--- config.mk ---
export PLATFORM = sky130hd
export DESIGN_NAME = bcd_time_counter
export DESIGN_NICKNAME = d
export VERILOG_FILES = /design/src/rtl/bcd_time_counter.sv
export SDC_FILE = /design/constraint.sdc
export NUM_CORES = 1
export LEC_CHECK = 0
export BUFFER_PORTS_ARGS = -buffer_cell sky130_fd_sc_hd__buf_2
export CAP_MARGIN = 20
export CORE_MARGIN = 2
export CORE_UTILIZATION = 40
export CTS_CLUSTER_DIAMETER = 50
export DETAILED_ROUTE_END_ITERATION = 8
export PLACE_DENSITY = 0.55
export REMOVE_ABC_BUFFERS = 1
export SYNTH_ARGS = -nofsm -noshare
export SYNTH_HDL_FRONTEND = slang
export SYNTH_SLANG_ARGS = --single-unit
--- constraint.sdc ---
create_clock -name CLK -period 2.6 [get_ports CLK]
set_input_delay 0.52 -clock CLK [delete_from_list [all_inputs] [get_ports CLK]]
set_output_delay 0.52 -clock CLK [all_outputs]
set_load 0.02 [all_outputs]
--- src/rtl/bcd_time_counter.sv ---
// BCD time-of-day core: prescaler, seconds, minutes and hours as BCD digits.
// 24h or 12h (with PM flag) mode, button fast-set with carry, validated load.
// Optional alarm comparator is compiled in with `define BCD_TIME_ALARM_EN.
module bcd_time_counter #(
  parameter int unsigned MAIN_CLK = 12000000,
  parameter int unsigned SET_RATE = 8,
  parameter int unsigned MODE_12H = 0
) (
  input  logic       CLK,
  input  logic       RST,
  input  logic       SET_N,
  input  logic       LOAD,
  input  logic [1:0] LOAD_H1,
  input  logic [3:0] LOAD_H0,
  input  logic [2:0] LOAD_M1,
  input  logic [3:0] LOAD_M0,
  input  logic [1:0] ALARM_H1,
  input  logic [3:0] ALARM_H0,
  input  logic [2:0] ALARM_M1,
  input  logic [3:0] ALARM_M0,
  output logic       TICK_1HZ,
  output logic [1:0] H1,
  output logic [3:0] H0,
  output logic [2:0] M1,
  output logic [3:0] M0,
  output logic [2:0] S1,
  output logic [3:0] S0,
  output logic       PM,
  output logic       ROLLOVER,
  output logic       SETTING,
  output logic       LOAD_ERR,
  output logic       ALARM
);

  localparam int unsigned PRE_W   = (MAIN_CLK > 1) ? $clog2(MAIN_CLK) : 1;
  localparam int unsigned ADV_RAW = (SET_RATE == 0) ? MAIN_CLK : MAIN_CLK / SET_RATE;
  localparam int unsigned ADV_PER = (ADV_RAW < 1) ? 1 : ADV_RAW;
  localparam int unsigned ADV_W   = (ADV_PER > 1) ? $clog2(ADV_PER) : 1;
  localparam logic [PRE_W-1:0] PRE_LAST = PRE_W'(MAIN_CLK - 1);
  localparam logic [ADV_W-1:0] ADV_LAST = ADV_W'(ADV_PER - 1);
  localparam logic [1:0] H1_RST = (MODE_12H != 0) ? 2'd1 : 2'd0;
  localparam logic [3:0] H0_RST = (MODE_12H != 0) ? 4'd2 : 4'd0;

  logic [PRE_W-1:0] pre_q;
  logic [ADV_W-1:0] adv_q;
  logic [1:0]       sync_q;
  logic [1:0]       h1_q, h1_d, h1_inc;
  logic [3:0]       h0_q, h0_d, h0_inc;
  logic [2:0]       m1_q, m1_d, m1_inc;
  logic [3:0]       m0_q, m0_d, m0_inc;
  logic [2:0]       s1_q, s1_d, s1_inc;
  logic [3:0]       s0_q, s0_d, s0_inc;
  logic             pm_q, pm_d, pm_inc;
  logic             roll_q, roll_d, roll_inc;
  logic             lerr_q, lerr_d;
  logic             s_carry, m_carry, load_ok, advance, tick, setting;

  assign tick    = (pre_q == PRE_LAST);
  assign setting = ~sync_q[1];
  assign advance = setting && (adv_q == ADV_LAST);

  assign TICK_1HZ = tick;
  assign SETTING  = setting;
  assign H1 = h1_q;
  assign H0 = h0_q;
  assign M1 = m1_q;
  assign M0 = m0_q;
  assign S1 = s1_q;
  assign S0 = s0_q;
  assign PM = (MODE_12H != 0) ? pm_q : 1'b0;
  assign ROLLOVER = roll_q;
  assign LOAD_ERR = lerr_q;

  // Load value check: BCD ranges plus mode-dependent hour range.
  always_comb begin
    load_ok = (LOAD_M0 <= 4'd9) && (LOAD_M1 <= 3'd5) && (LOAD_H0 <= 4'd9);
    if (MODE_12H != 0) begin
      load_ok = load_ok && (((LOAD_H1 == 2'd0) && (LOAD_H0 != 4'd0)) ||
                            ((LOAD_H1 == 2'd1) && (LOAD_H0 <= 4'd2)));
    end else begin
      load_ok = load_ok && ((LOAD_H1 < 2'd2) || ((LOAD_H1 == 2'd2) && (LOAD_H0 <= 4'd3)));
    end
  end

  // Seconds and minutes increment; illegal digits recover to 00 without carry.
  always_comb begin
    s_carry = 1'b0;
    s1_inc  = s1_q;
    s0_inc  = s0_q + 4'd1;
    if ((s0_q > 4'd9) || (s1_q > 3'd5)) begin
      s1_inc = '0;
      s0_inc = '0;
    end else if (s0_q == 4'd9) begin
      s0_inc = '0;
      if (s1_q == 3'd5) begin
        s1_inc  = '0;
        s_carry = 1'b1;
      end else begin
        s1_inc = s1_q + 3'd1;
      end
    end
    m_carry = 1'b0;
    m1_inc  = m1_q;
    m0_inc  = m0_q + 4'd1;
    if ((m0_q > 4'd9) || (m1_q > 3'd5)) begin
      m1_inc = '0;
      m0_inc = '0;
    end else if (m0_q == 4'd9) begin
      m0_inc = '0;
      if (m1_q == 3'd5) begin
        m1_inc  = '0;
        m_carry = 1'b1;
      end else begin
        m1_inc = m1_q + 3'd1;
      end
    end
  end

  // Hour increment with mode-specific wrap, PM toggle and day rollover.
  always_comb begin
    h1_inc   = h1_q;
    h0_inc   = h0_q + 4'd1;
    pm_inc   = pm_q;
    roll_inc = 1'b0;
    if (MODE_12H != 0) begin
      if ((h1_q > 2'd1) || (h0_q > 4'd9) || ((h1_q == 2'd0) && (h0_q == 4'd0)) ||
          ((h1_q == 2'd1) && (h0_q > 4'd2))) begin
        h1_inc = H1_RST;
        h0_inc = H0_RST;
        pm_inc = 1'b0;
      end else if ((h1_q == 2'd1) && (h0_q == 4'd1)) begin
        h1_inc   = 2'd1;
        h0_inc   = 4'd2;
        pm_inc   = ~pm_q;
        roll_inc = pm_q;  // PM 1->0 marks the start of a new day
      end else if ((h1_q == 2'd1) && (h0_q == 4'd2)) begin
        h1_inc = 2'd0;
        h0_inc = 4'd1;
      end else if (h0_q == 4'd9) begin
        h1_inc = 2'd1;
        h0_inc = 4'd0;
      end
    end else begin
      if ((h1_q > 2'd2) || (h0_q > 4'd9) || ((h1_q == 2'd2) && (h0_q > 4'd3))) begin
        h1_inc = H1_RST;
        h0_inc = H0_RST;
      end else if ((h1_q == 2'd2) && (h0_q == 4'd3)) begin
        h1_inc   = 2'd0;
        h0_inc   = 4'd0;
        roll_inc = 1'b1;
      end else if (h0_q == 4'd9) begin
        h1_inc = h1_q + 2'd1;
        h0_inc = 4'd0;
      end
    end
  end

  // Next time state: LOAD beats set mode, which beats the normal tick.
  always_comb begin
    h1_d = h1_q;
    h0_d = h0_q;
    m1_d = m1_q;
    m0_d = m0_q;
    s1_d = s1_q;
    s0_d = s0_q;
    pm_d = pm_q;
    roll_d = 1'b0;
    lerr_d = 1'b0;
    if (LOAD) begin
      if (load_ok) begin
        h1_d = LOAD_H1;
        h0_d = LOAD_H0;
        m1_d = LOAD_M1;
        m0_d = LOAD_M0;
        s1_d = '0;
        s0_d = '0;
      end else begin
        lerr_d = 1'b1;
      end
    end else if (setting || (tick && s_carry)) begin
      if (setting) begin
        s1_d = '0;
        s0_d = '0;
      end else begin
        s1_d = s1_inc;
        s0_d = s0_inc;
      end
      if (!setting || advance) begin
        m1_d = m1_inc;
        m0_d = m0_inc;
        if (m_carry) begin
          h1_d   = h1_inc;
          h0_d   = h0_inc;
          pm_d   = pm_inc;
          roll_d = roll_inc;
        end
      end
    end else if (tick) begin
      s1_d = s1_inc;
      s0_d = s0_inc;
    end
  end

  // Prescaler, set-rate divider, button synchroniser and time registers.
  always_ff @(posedge CLK or posedge RST) begin
    if (RST) begin
      pre_q  <= '0;
      adv_q  <= '0;
      sync_q <= 2'b11;
      h1_q   <= H1_RST;
      h0_q   <= H0_RST;
      m1_q   <= '0;
      m0_q   <= '0;
      s1_q   <= '0;
      s0_q   <= '0;
      pm_q   <= 1'b0;
      roll_q <= 1'b0;
      lerr_q <= 1'b0;
    end else begin
      if (LOAD && load_ok) pre_q <= '0;
      else if (tick)       pre_q <= '0;
      else                 pre_q <= pre_q + 1'b1;
      if (!setting || advance) adv_q <= '0;
      else                     adv_q <= adv_q + 1'b1;
      sync_q <= {sync_q[0], SET_N};
      h1_q   <= h1_d;
      h0_q   <= h0_d;
      m1_q   <= m1_d;
      m0_q   <= m0_d;
      s1_q   <= s1_d;
      s0_q   <= s0_d;
      pm_q   <= pm_d;
      roll_q <= roll_d;
      lerr_q <= lerr_d;
    end
  end

`ifdef BCD_TIME_ALARM_EN
  logic       alarm_q;
  logic [5:0] acnt_q;
  logic       alarm_rise;

  // Fires on a normal tick that carries seconds to 00 onto the alarm H:M.
  assign alarm_rise = !LOAD && !setting && tick && s_carry &&
                      ({h1_d, h0_d, m1_d, m0_d} == {ALARM_H1, ALARM_H0, ALARM_M1, ALARM_M0});
  assign ALARM = alarm_q;

  // Alarm level held for 60 ticks; set mode cancels it.
  always_ff @(posedge CLK or posedge RST) begin
    if (RST) begin
      alarm_q <= 1'b0;
      acnt_q  <= '0;
    end else if (setting) begin
      alarm_q <= 1'b0;
      acnt_q  <= '0;
    end else if (alarm_rise) begin
      alarm_q <= 1'b1;
      acnt_q  <= '0;
    end else if (alarm_q && tick) begin
      if (acnt_q == 6'd59) begin
        alarm_q <= 1'b0;
        acnt_q  <= '0;
      end else begin
        acnt_q <= acnt_q + 6'd1;
      end
    end
  end
`else
  logic unused_alarm;
  assign unused_alarm = ^{ALARM_H1, ALARM_H0, ALARM_M1, ALARM_M0};
  assign ALARM = 1'b0;
`endif

endmodule

* Yosys cells after proc, flatten, opt, wreduce, memory -nomap -nowiden
Cells that the tools add are included.
** Word-level totals
- Register bits after elaboration :: 69
- Input port bits :: 30
- Logic and storage cells :: 131
** Cells by class
- Add/subtract/negate cells :: 8
- Order comparisons :: 12
- Equal/unequal tests :: 11
- Multiplexer cells :: 61
- Bitwise logic cells :: 1
- Reduce and logical (&&, ||, !) cells :: 27
** Operator list (count)
- $mux W4 :: 21
- $mux W24 :: 2
- $mux W3 :: 15
- $add A24 B1 Y24 const B :: 1
- $eq A24 B24 Y1 const B :: 1
- $add A21 B1 Y21 const B :: 1
- $eq A21 B21 Y1 const B :: 1
- $mux W21 :: 1
- $mux W2 :: 8
- $mux W1 :: 14
- $add A4 B1 Y4 const B :: 3
- $eq A4 B4 Y1 const B :: 3
- $gt A4 B4 Y1 const B :: 3
- $logic_and A1 B1 Y1 :: 9
- $le A4 B4 Y1 const B :: 2
- $reduce_and A4 Y1 :: 2
- $logic_or A1 B1 Y1 :: 7
- $add A3 B1 Y3 const B :: 2
- $eq A3 B3 Y1 const B :: 2
- $gt A3 B3 Y1 const B :: 2
- $reduce_bool A2 Y1 :: 3
- $reduce_bool A3 Y1 :: 2
- $reduce_and A5 Y1 :: 1
- $eq A2 B2 Y1 const B :: 2
- 12 further kinds :: 12

* Longest topological paths before layout
Gate-level depths: netlist (run 1).
- Word-level depth :: 8
- Mapped depth :: 8

* Least setup slack after synthesis (run 1)
No wires, ideal clock.
- Path type :: register -> register
- Start point :: register pre_q[0]
- End point :: register pre_q[15]
- Setup time :: 132 ps
- Arrival time :: 2225 ps
- Required time :: 2468 ps
- Setup slack :: 243 ps
- Stages on the path, launching flop included :: 9
- Period minus slack after synthesis :: 2357 ps
- Cells stage by stage :: dfrtp_1 -> ha_1 -> nand3_1 -> or2_2 -> nor3_1 -> or2_2 -> clkbuf_1 -> clkbuf_1 -> nor2_1
** Between the ends
- Cells in the longest elaborated chain, start to end :: 3
- Elaborated cells on any way between the ends :: 4
** RTL lines
- start: declaration :: line 44 : logic [PRE_W-1:0] pre_q;
- start signal: assignment :: line 222 : else pre_q <= pre_q + 1'b1;
- $eq A24 B24 Y1 :: line 58 : assign tick = (pre_q == PRE_LAST);
- named net TICK_1HZ :: line 21 : output logic TICK_1HZ,
- $mux W24 :: line 221 : else if (tick) pre_q <= '0;
- $mux W24 :: line 220 : if (LOAD && load_ok) pre_q <= '0;
The timed path passes the listed nets, and every way through them passes these cells.
A chain may end at the register's enable or synchronous reset.

* Final worst setup path (run 1)
- Start point :: register pre_q[0]
- End point :: output TICK_1HZ
** Between the ends
- Cells in the longest elaborated chain, start to end :: 1
** RTL lines (line)
- $eq A24 B24 Y1 :: 58
- end: declaration :: 21
Every way passes these cells.

==> metrics.md, run 1 <==
| Metric | Value |
|---|---|
| Hold Path Class | `primary input to asynchronous set/reset pin` |
| Final worst path period need | `2.50 ns` |
| CP delay by family, top | `simple AND/OR/NAND/NOR gates` |
| Hold Vio Cnt, Final | `0` |
| TritonCTS clock tree | `yes` |
| Slowest stage delay, CP | `0.41 ns` |
| Synth area leader | `dfrtp_1` |
| Worst skew pair latency | `0.36 ns` |
| Clock slew at reported path FFs | `0.08 ns` |
| CP required | `2.08 ns` |
| Boundary Pins | `56` |
| GPL Wtd Cong | `0.846` |
| WP buf/inv | `1` |
| Worst-case reg-to-reg path depth | `6` |
| Peak VDD IR | `0.000428 V` |
| DR vias | `3225` |
| Largest net degree at the start of global routing | `49` |
| RSZ-0062 raised after global routing | `false` |
| Outcome | `completed` |
| Number of H-tree levels | `3` |
| CTS Buf Count | `9` |
| Hold-fix buffers, CTS | `0` |
| Max FO, Critical Path | `5` |
| Clock Path Buffers | `2` |
| Syn Area/Cell | `9.29 um^2` |
| GRT Total Usage | `17.9%` |
| Slew headroom | `57.3%` |
| Util after Layout | `47.4%` |
| Cells after Synth | `412` |
| Setup Skew | `0.0152 ns` |
| Fin nets | `492` |
| Critical-path cell list | `ha_1 > nand3_1 > or2_2 > nor3_1 > buf_2` |
| Count of different cell masters after synthesis | `60` |
| Post-DP HPWL | `6.21 mm` |
| Fmax | `0.399 GHz` |
| Root buf cell | `clkbuf_8` |
| Congestion Overflow GR | `0` |
| Sequential fraction of the synthesis area | `45.2%` |
| Fill cells | `933` |
| Post-synth EDFFs | `0` |
| First DRT Iteration DRCs | `141` |
| Flops & latches, synth | `69` |
| Netlist area before placement | `3830 um^2` |
| DIE WIDTH | `102 um` |
| CTS resizes | `0` |
| Vias per std cell | `5.45` |
| Stages on worst setup path | `5` |
| Final count of pins violating max slew | `0` |
| Fraction of registers with async set/reset | `100%` |
| Row Count | `35` |
| Die ar. | `10400 um^2` |
| Total setup buffers inserted after CTS | `0` |
| Yosys warning total | `0` |
| Initial antenna violation count | `0` |
| WP data arrival | `1.98 ns` |
| Vias in the first global route | `2989` |
| Top_reg_cell synth | `dfrtp_1` |
| TritonCTS Sinks | `69` |
| Synth top area share | `43.8%` |
| Least-Margin Pin Slew | `0.635 ns` |
| Setup Crit Path Kind | `flop to output pin` |
| Slowest-stage cell, CP | `dfrtp_1` |
| P&R area growth vs syn | `15.0%` |
| Final period utilization | `96.3%` |
| Core area | `9280 um^2` |
| Initial Utilization | `41.2%` |
| PD cells | `710 nW/um^2` |
| Final setup viols | `0` |
| Crit path capture type | `output pin` |
| Global-route wire length before repair | `14.6 mm` |
| Initial DRT Pass Iterations | `4` |
| Ratio of cells with drive above 1 in the final layout | `16.2%` |
| Max Cap Viol | `0` |
| Lkg Pwr | `0.00186 uW` |
| Crit start category | `flop` |
| # diodes | `0` |
| Routed wire per std cell | `14.8 um` |
| Total Wirelength | `8.75 mm` |
| Chip height | `102 um` |
| Synth area leaders | `dfrtp_1, xnor2_1, nor2_1, nand2_1, xor2_1` |
| DRC viols | `0` |
| Setup TNS | `0 ns` |
| IO Port Bufs | `40` |
| Post-DRT Antenna Nets | `0` |
layout by cell type, fill, tap and decap left out, types with 6 or more instances in the layout:
cell / synthesis / layout
buf_4: 2 / 6
inv_1: 19 / 18
nor4_1: 8 / 8
nor3_1: 17 / 17
and3_1: 8 / 8
xnor2_1: 27 / 27
o21ai_0: 9 / 9
xor2_1: 14 / 14
dfrtp_1: 67 / 67
nand4_1: 15 / 15
nand2_1: 34 / 34
buf_2: 1 / 40
clkbuf_8: 0 / 10
nor2_1: 58 / 58
nand3_1: 24 / 24
worst register-to-register path, delay by kind of cell, from the launching register on:
kind	cells	cell delay [ns]
compound gates	2	0.68
flops	1	0.41
simple gates	3	0.92
fa+ha+maj	1	0.22
routing by layer:
layer | vias to the layer above | global-route usage (%) | wire length (um)
met2 | 71 | 26.5 | 3800
met1 | 1565 | 25.7 | 4430
li1 | 1579 | - | -
met4 | 0 | 6.97 | 137
met5 | - | 0 | 0
met3 | 10 | 4.04 | 386
registers in the layout, indices dropped and copies added, names as in the netlist:
name / flops
ROLLOVER: 1
adv_q: 21
S0: 4
pre_q: 24
M1: 3
H0: 4
LOAD_ERR: 1
H1: 2
sync_q: 2
S1: 3
M0: 4
cell families after synthesis:
family                     count (synthesis)  share of synthesized area (%)
DFF                                       69                           45.2
AOI/OAI and AO/OA                         66                           13.1
and+or+nand+nor                          194                           26.2
adders and majority gates                  4                           1.31
buffers and inverters                     32                           3.37
other                                      1                         0.0980
muxes                                      5                           1.34
xor gates and xnor gates                  41                           9.38
metrics by stage:
step	hold slack (ns)	power, uW	std cells	cell area [um^2]	worst slack, ns
CTS	0.214	3150	592	4400	0.102
detailed placement	0.350	2250	576	4200	0.271
global route	0.227	3320	592	4400	0.0155
finish	0.206	3120	592	4400	0.0959
floorplan	0.345	1970	400	3770	0.343
global placement	0.348	2240	576	4200	0.297
path summary, 6_finish.rpt:
| path | slack [ns] | start | to |
|---|---|---|---|
| hold / removal | 0.21 | RST | adv_q[15] |
| hold reg to reg | 0.36 | sync_q[0] | sync_q[1] |
| min in group CLK | 0.27 | SET_N | sync_q[0] |
| max in group asynchronous | 1.69 | RST | sync_q[0] |
| setup / recovery | 0.1 | pre_q[0] | TICK_1HZ |
| setup reg to reg | 0.27 | pre_q[0] | S1[1] |
cells in the mapped netlist, drive strengths merged, types with 2 or more instances:
cell type  instances
a211oi             4
a21oi              5
a221o              2
a221oi             2
a22o               4
a22oi              5
a2bb2oi            3
a32oi              2
and2               3
and3               8
and4               5
buf                3
clkbuf            10
dfrtp             67
dfstp              2
ha                 4
inv               19
mux2i              4
nand2             34
nand3             24
nand4             15
nor2              58
nor3              17
nor3b              3
nor4               9
nor4b              2
o211ai             4
o21a               3
o21ai              9
o22a               3
o22ai              3
o2bb2ai            2
o31ai              5
o41ai              5
or2                4
or3                2
or4                2
xnor2             27
xor2              14
cell type report:
type | count | area, um^2 | area share [%]
Inverter | 19 | 71.3 | 1.62
Clock buffer | 11 | 141 | 3.21
Tap cell | 129 | 161 | 3.67
Sequential cell | 69 | 1730 | 39.3
Timing Repair Buffer | 47 | 265 | 6.03
Clock inverter | 5 | 60.1 | 1.36
Multi-Input combinational cell | 312 | 1970 | 44.8
report_power, final:
| group | internal [uW] | switching (uW) |
|---|---|---|
| Sequential | 1210 | 210 |
| Combinational | 339 | 468 |
| Clock | 471 | 425 |
No activity file was read; power rests on OpenSTA's default activity.
==> run 2, diff against run 1 <==
==> constraint.sdc (replaced) <==
create_clock -name CLK -period 2.6 [get_ports CLK]
set_input_delay 0.26 -clock CLK [delete_from_list [all_inputs] [get_ports CLK]]
set_output_delay 0.26 -clock CLK [all_outputs]
set_load 0.02 [all_outputs]
==> run 2 against run 1 <==
Sequential power barely moved; first-iteration DRC count rose by 5.0%; critical path depth fell by 1; clock power rose by 25%; total power rose by 7.3%; cell count rose by 0.34%; via count fell by 0.47%; worst hold slack got worse by 0.17 ns; design area rose by 1.7%; core utilization rose by 0.80 points; critical path type is now flop to flop; largest power group unchanged.
==> metrics.md, run 2 (synthesis results as in run 1) <==
| Metric | Value |
|---|---|
| Outcome | `completed` |
| P&R area growth vs syn | `16.9%` |
| Worst Setup EP | `ROLLOVER` |
| Slew headroom | `52.2% (-5.1 points)` |
| Initial DRT Pass Iterations | `4 (unchanged)` |
| Setup WS pre-CTS | `0.306 ns (+0.0350 ns)` |
| # diodes | `0 (unchanged)` |
| Crit start category | `flop` |
| Fmax | `0.427 GHz (+6.9%)` |
| Max FO, Critical Path | `5 (unchanged)` |
| Final worst path period need | `2.34 ns (-0.162 ns)` |
| Chip height | `102 um (unchanged)` |
| Max Cap Viol | `0 (unchanged)` |
| Crit. Startpoint | `adv_q[11]` |
| CTS Buf Count | `9 (unchanged)` |
| Hold Vio Cnt, Final | `0 (unchanged)` |
| Hold Path Class | `primary input to asynchronous set/reset pin` |
| Post-DRT Antenna Nets | `0 (unchanged)` |
| Largest net degree at the start of global routing | `39 (-20%)` |
| Least-Margin Pin Slew | `0.716 ns (+0.0810 ns)` |
| Row Count | `35 (unchanged)` |
| GRT Total Usage | `18.4% (+0.49 points)` |
| Commonest non-fill, non-tap cell in the layout | `dfrtp_1` |
| Ratio of cells with drive above 1 in the final layout | `16.6% (+0.36 points)` |
| Setup TNS | `0 ns (unchanged)` |
| Total setup buffers inserted after CTS | `0 (unchanged)` |
| Boundary Pins | `56 (unchanged)` |
| Final worst slack | `0.258 ns (+0.162 ns)` |
| WP data arrival | `2.54 ns (+0.56 ns)` |
| Vias per std cell | `5.40 (-0.80%)` |
| Largest regs | `pre_q x24, adv_q x21` |
| TritonCTS clock tree | `yes` |
| Critical-path cell list | `or4_4 > nor4_1 > nand3_1 > a2111oi_0` |
| PD cells | `749 nW/um^2 (+5.6%)` |
| Number of H-tree levels | `3 (unchanged)` |
| First DRT Iteration DRCs | `148 (+5.0%)` |
| CTS resizes | `0 (unchanged)` |
| Fin nets | `494 (+0.41%)` |
| Routed wire per std cell | `14.9 um (+1.1%)` |
| Root buf cell | `clkbuf_8` |
| Final count of pins violating max slew | `0 (unchanged)` |
| Initial Utilization | `41.2% (unchanged)` |
| TritonCTS Sinks | `69 (unchanged)` |
| Final setup viols | `0 (unchanged)` |
| Hold-fix buffers, CTS | `1 (+1)` |
| Total Wirelength | `8.87 mm (+1.4%)` |
| Crit path capture type | `flop` |
| Post-DP HPWL | `6.21 mm (about the same)` |
| Flip-flop count of the largest register after layout | `24 (unchanged)` |
| Initial antenna violation count | `0 (unchanged)` |
| Most frequent cells in the layout | `dfrtp_1, nor2_1, buf_2, nand2_1, xnor2_1` |
| Slowest-stage cell, CP | `or4_4` |
| R2R Setup Slk | `0.26 ns (about the same)` |
| Slowest stage delay, CP | `0.59 ns (+0.18 ns)` |
| Setup Skew | `0.0107 ns (-0.00454 ns)` |
| Core area | `9280 um^2 (unchanged)` |
| Lkg Pwr | `0.00190 uW (+1.9%)` |
| Clock Path Buffers | `2 (unchanged)` |
| Vias in the first global route | `3156 (+5.6%)` |
| Worst R2R Start | `adv_q[11]` |
| Global-route wire length before repair | `15.2 mm (+3.9%)` |
| Die ar. | `10400 um^2 (unchanged)` |
| Worst-case reg-to-reg path depth | `4 (-2)` |
| Worst hold slack | `0.0383 ns (-0.168 ns)` |
| RSZ-0062 raised after global routing | `false` |
| GPL Wtd Cong | `0.806 (-4.7%)` |
| Setup Crit Path Kind | `flop to flop` |
| Peak VDD IR | `0.000332 V (-22%)` |
| RR Endpoint | `ROLLOVER` |
| Clock slew at reported path FFs | `0.08 ns (about the same)` |
| CP required | `2.79 ns (+0.71 ns)` |
| DIE WIDTH | `102 um (unchanged)` |
| Worst skew pair latency | `0.34 ns (-0.02 ns)` |
| Final period utilization | `90.1% (-6.2 points)` |
| Largest Register | `pre_q` |
| DRC viols | `0 (unchanged)` |
| IO Port Bufs | `40 (unchanged)` |
| DR vias | `3210 (-0.47%)` |
| Congestion Overflow GR | `0 (unchanged)` |
==> run 2: changes by cell type in the layout (fill, tap and decap cells not counted) <==
cell	previous run	this run
dlygate4sd3_1	0	1
bufinv_16	1	3
clkinv_2	1	0
clkbuf_1	1	0
clkinv_4	2	1
buf_4	6	7
clkbuf_8	10	11
==> run 2: power by group <==
part	internal (uW)	total [uW]	leakage, uW	switching, uW
Clock	692	1120	0.000126	425
Combinational	342	812	0.000854	470
Sequential	1210	1420	0.000919	214
==> run 2: layout make-up <==
type	instances	area, um^2
well taps	129	161
multi-input cells	312	1970
inverters	19	71.3
clock inverters	5	106
fillers	894	4810
repair buffers	49	283
flip-flops and latches	69	1730
clock buffers	11	151
==> run 2: how the worst min path moves through the flow <==
stage               startpoint         to  depth (start not counted)
floorplan                SET_N  sync_q[0]                          0
global placement     sync_q[0]  sync_q[1]                          0
detailed placement   sync_q[0]  sync_q[1]                          0
CTS                        RST   pre_q[6]                          2
global route               RST      H0[0]                          2
finish                     RST      H0[1]                          2
==> run 2: metal layers <==
| layer | vias to the layer above | GRT usage, % | share of wire, % |
|---|---|---|---|
| met5 | - | 0 | 0 |
| met4 | 0 | 5.95 | 1.3 |
| met3 | 11 | 4.04 | 4.4 |
| met2 | 69 | 28.3 | 44 |
| met1 | 1546 | 26.1 | 50 |
| li1 | 1584 | - | - |
==> run 2: stage by stage <==
stage / cell area (um^2) / util (%) / total power [uW] / cells
3_3_place_gp: 4210 / 45.3 / 2230 / 577
3_5_place_dp: 4210 / 45.3 / 2250 / 577
5_1_grt: 4480 / 48.2 / 3560 / 594
6_report: 4480 / 48.2 / 3350 / 594
2_1_floorplan: 3770 / - / 1970 / 400
4_1_cts: 4480 / 48.2 / 3390 / 594
==> run 2: critical path, delay by kind of cell (launching register included) <==
family	cells	cell delay (ns)
simple gates	3	1.24
flops	1	0.43
compound gates	1	0.51
==> run 3, diff against run 2 <==
==> constraint.sdc (replaced) <==
create_clock -name CLK -period 2.5 [get_ports CLK]
set_input_delay 0.25 -clock CLK [delete_from_list [all_inputs] [get_ports CLK]]
set_output_delay 0.25 -clock CLK [all_outputs]
set_load 0.02 [all_outputs]
==> run 3 against run 2 <==
Die area is the same; via count grew 0.72%; clock skew grew 0.0043 ns; clock-buffer cell count shrank 1; register-to-register slack lost 0.02 ns; sequential power grew 4%; wire length grew 0.78%; sequential cell count is the same; critical endpoint is now M1[1]; largest cell class unchanged.
==> metrics.md, run 3 (synthesis results as in run 1) <==
| Metric | Value |
|---|---|
| Setup TNS | `0 ns (unchanged)` |
| Crit path capture type | `flop` |
| Global-route wire length before repair | `14.9 mm (-2.1%)` |
| Initial Utilization | `41.2% (unchanged)` |
| GPL Wtd Cong | `0.827 (+2.6%)` |
| Ratio of cells with drive above 1 in the final layout | `16.9% (+0.32 points)` |
| IO Port Bufs | `40 (unchanged)` |
| Core area | `9280 um^2 (unchanged)` |
| DR vias | `3233 (+0.72%)` |
| Final worst path period need | `2.26 ns (-0.0794 ns)` |
| Final count of pins violating max slew | `0 (unchanged)` |
| Final Cell Area | `4480 um^2 (about the same)` |
| CTS Buf Count | `9 (unchanged)` |
| Worst hold slack | `0.188 ns (+0.150 ns)` |
| TritonCTS Sinks | `69 (unchanged)` |
| Largest net degree at the start of global routing | `30 (-23%)` |
| Total Wirelength | `8.94 mm (+0.78%)` |
| Final setup viols | `0 (unchanged)` |
| Total setup buffers inserted after CTS | `0 (unchanged)` |
| Chip height | `102 um (unchanged)` |
| DRC viols | `0 (unchanged)` |
| RSZ-0062 raised after global routing | `false` |
| WP data arrival | `2.48 ns (-0.06 ns)` |
| Commonest non-fill, non-tap cell in the layout | `dfrtp_1` |
| Initial antenna violation count | `0 (unchanged)` |
| CP required | `2.72 ns (-0.07 ns)` |
| Vias per std cell | `5.42 (+0.21%)` |
| Clock Path Buffers | `2 (unchanged)` |
| CTS resizes | `0 (unchanged)` |
| Least-Margin Pin Slew | `0.595 ns (-0.120 ns)` |
| First DRT Iteration DRCs | `174 (+18%)` |
| Fmax | `0.442 GHz (+3.5%)` |
| Slew headroom | `60.0% (+7.8 points)` |
| Root buf cell | `clkbuf_8` |
| Multi-input gate area | `1970 um^2 (unchanged)` |
| DIE WIDTH | `102 um (unchanged)` |
| Peak VDD IR | `0.000319 V (-3.8%)` |
| Max Cap Viol | `0 (unchanged)` |
| # diodes | `0 (unchanged)` |
| Placed cell area | `4240 um^2 (+0.65%)` |
| Lkg Pwr | `0.00190 uW (+0.30%)` |
| GRT Total Usage | `18.2% (-0.27 points)` |
| Setup Crit Path Kind | `flop to flop` |
| Boundary Pins | `56 (unchanged)` |
| Fin nets | `497 (+0.61%)` |
| Largest Register | `pre_q` |
| Max FO, Critical Path | `6 (+1)` |
| Number of H-tree levels | `3 (unchanged)` |
| Die ar. | `10400 um^2 (unchanged)` |
| Largest regs | `pre_q x24, adv_q x21` |
| Setup Skew | `0.0150 ns (+0.00430 ns)` |
| Vias in the first global route | `3106 (-1.6%)` |
| Row Count | `35 (unchanged)` |
| Congestion Overflow GR | `0 (unchanged)` |
| Crit start category | `flop` |
| Fill cells | `919 (+2.8%)` |
| PD cells | `750 nW/um^2 (+0.13%)` |
| Worst skew pair latency | `0.34 ns (about the same)` |
| Initial DRT Pass Iterations | `4 (unchanged)` |
| TritonCTS clock tree | `yes` |
| Outcome | `completed` |
| Post-DRT Antenna Nets | `0 (unchanged)` |
| Routed wire per std cell | `15.0 um (+0.27%)` |
| Reg area | `1730 um^2 (unchanged)` |
| Final period utilization | `90.5% (+0.43 points)` |
| Most frequent cells in the layout | `dfrtp_1, nor2_1, buf_2, nand2_1, xnor2_1` |
| Clock slew at reported path FFs | `0.08 ns (about the same)` |
| Hold Vio Cnt, Final | `0 (unchanged)` |
| P&R area growth vs syn | `17.0% (about the same)` |
| Post-DP HPWL | `6.39 mm (+2.9%)` |
| Hold Path Class | `primary input to flop` |
| Util after Layout | `48.2% (about the same)` |
| Flip-flop count of the largest register after layout | `24 (unchanged)` |
## run 3: cell count changes in the layout (fill, tap and decap cells not counted), sizes merged
cell / before / now
clkbuf: 11 / 10
dlygate4sd3: 1 / 2
bufinv: 3 / 2
buf: 48 / 50
clkinv: 1 / 3
## run 3: path summary, 6_finish.rpt
path | startpoint | endpoint | slack (ns) | cells after the start
max | adv_q[11] | M1[1] | 0.24 | 5
min | LOAD_M0[3] | M0[3] | 0.19 | 3
max reg2reg | adv_q[11] | M1[1] | 0.24 | 5
min reg2reg | sync_q[0] | sync_q[1] | 0.36 | 0
max in group asynchronous | RST | pre_q[5] | 1.36 | 4
min in group asynchronous | RST | LOAD_ERR | 0.46 | 3
## run 3: area by class of cell
class | count | area share, %
multi-input cells | 312 | 44.1
clock buffers | 10 | 3.07
clock inverters | 6 | 1.93
flip-flops and latches | 69 | 38.6
repair buffers | 52 | 7.15
inverters | 19 | 1.59
well taps | 129 | 3.60
## run 3: worst max-delay path, stage by stage, from the launching register on
cell and delay (ns):
dfrtp_1 0.44, or4_4 0.59, nor4_4 0.34, a21oi_2 0.16, a211oi_2 0.26, mux2_1 0.35
## run 3: report_power, final
part	switching (uW)	internal (uW)	leakage, uW
Clock	433	587	0.000112
Sequential	222	1260	0.000919
Combinational	496	362	0.000873
Total	1150	2210	0.00190
## run 3: layer usage
layer  track usage [%]  wire length (um)
met3              4.17               387
met2              27.0              3860
met1              26.1              4600
met5                 0                 0
met4              6.56               104
## run 3: metrics by stage
step                power (uW)  setup slack (ns)  std cells
floorplan                 2050             0.366        400
global placement          2330             0.275        579
detailed placement        2350             0.259        579
CTS                       3400             0.233        597
global route              3580             0.121        597
finish                    3360             0.238        597
## run 3: repair_timing
| action | 4_1_cts | 5_1_grt |
|---|---|---|
| endpoints found under the hold margin | 19 | 0 |
| hold buffers | 2 | 0 |
| endpoints found under the setup margin | 0 | 0 |
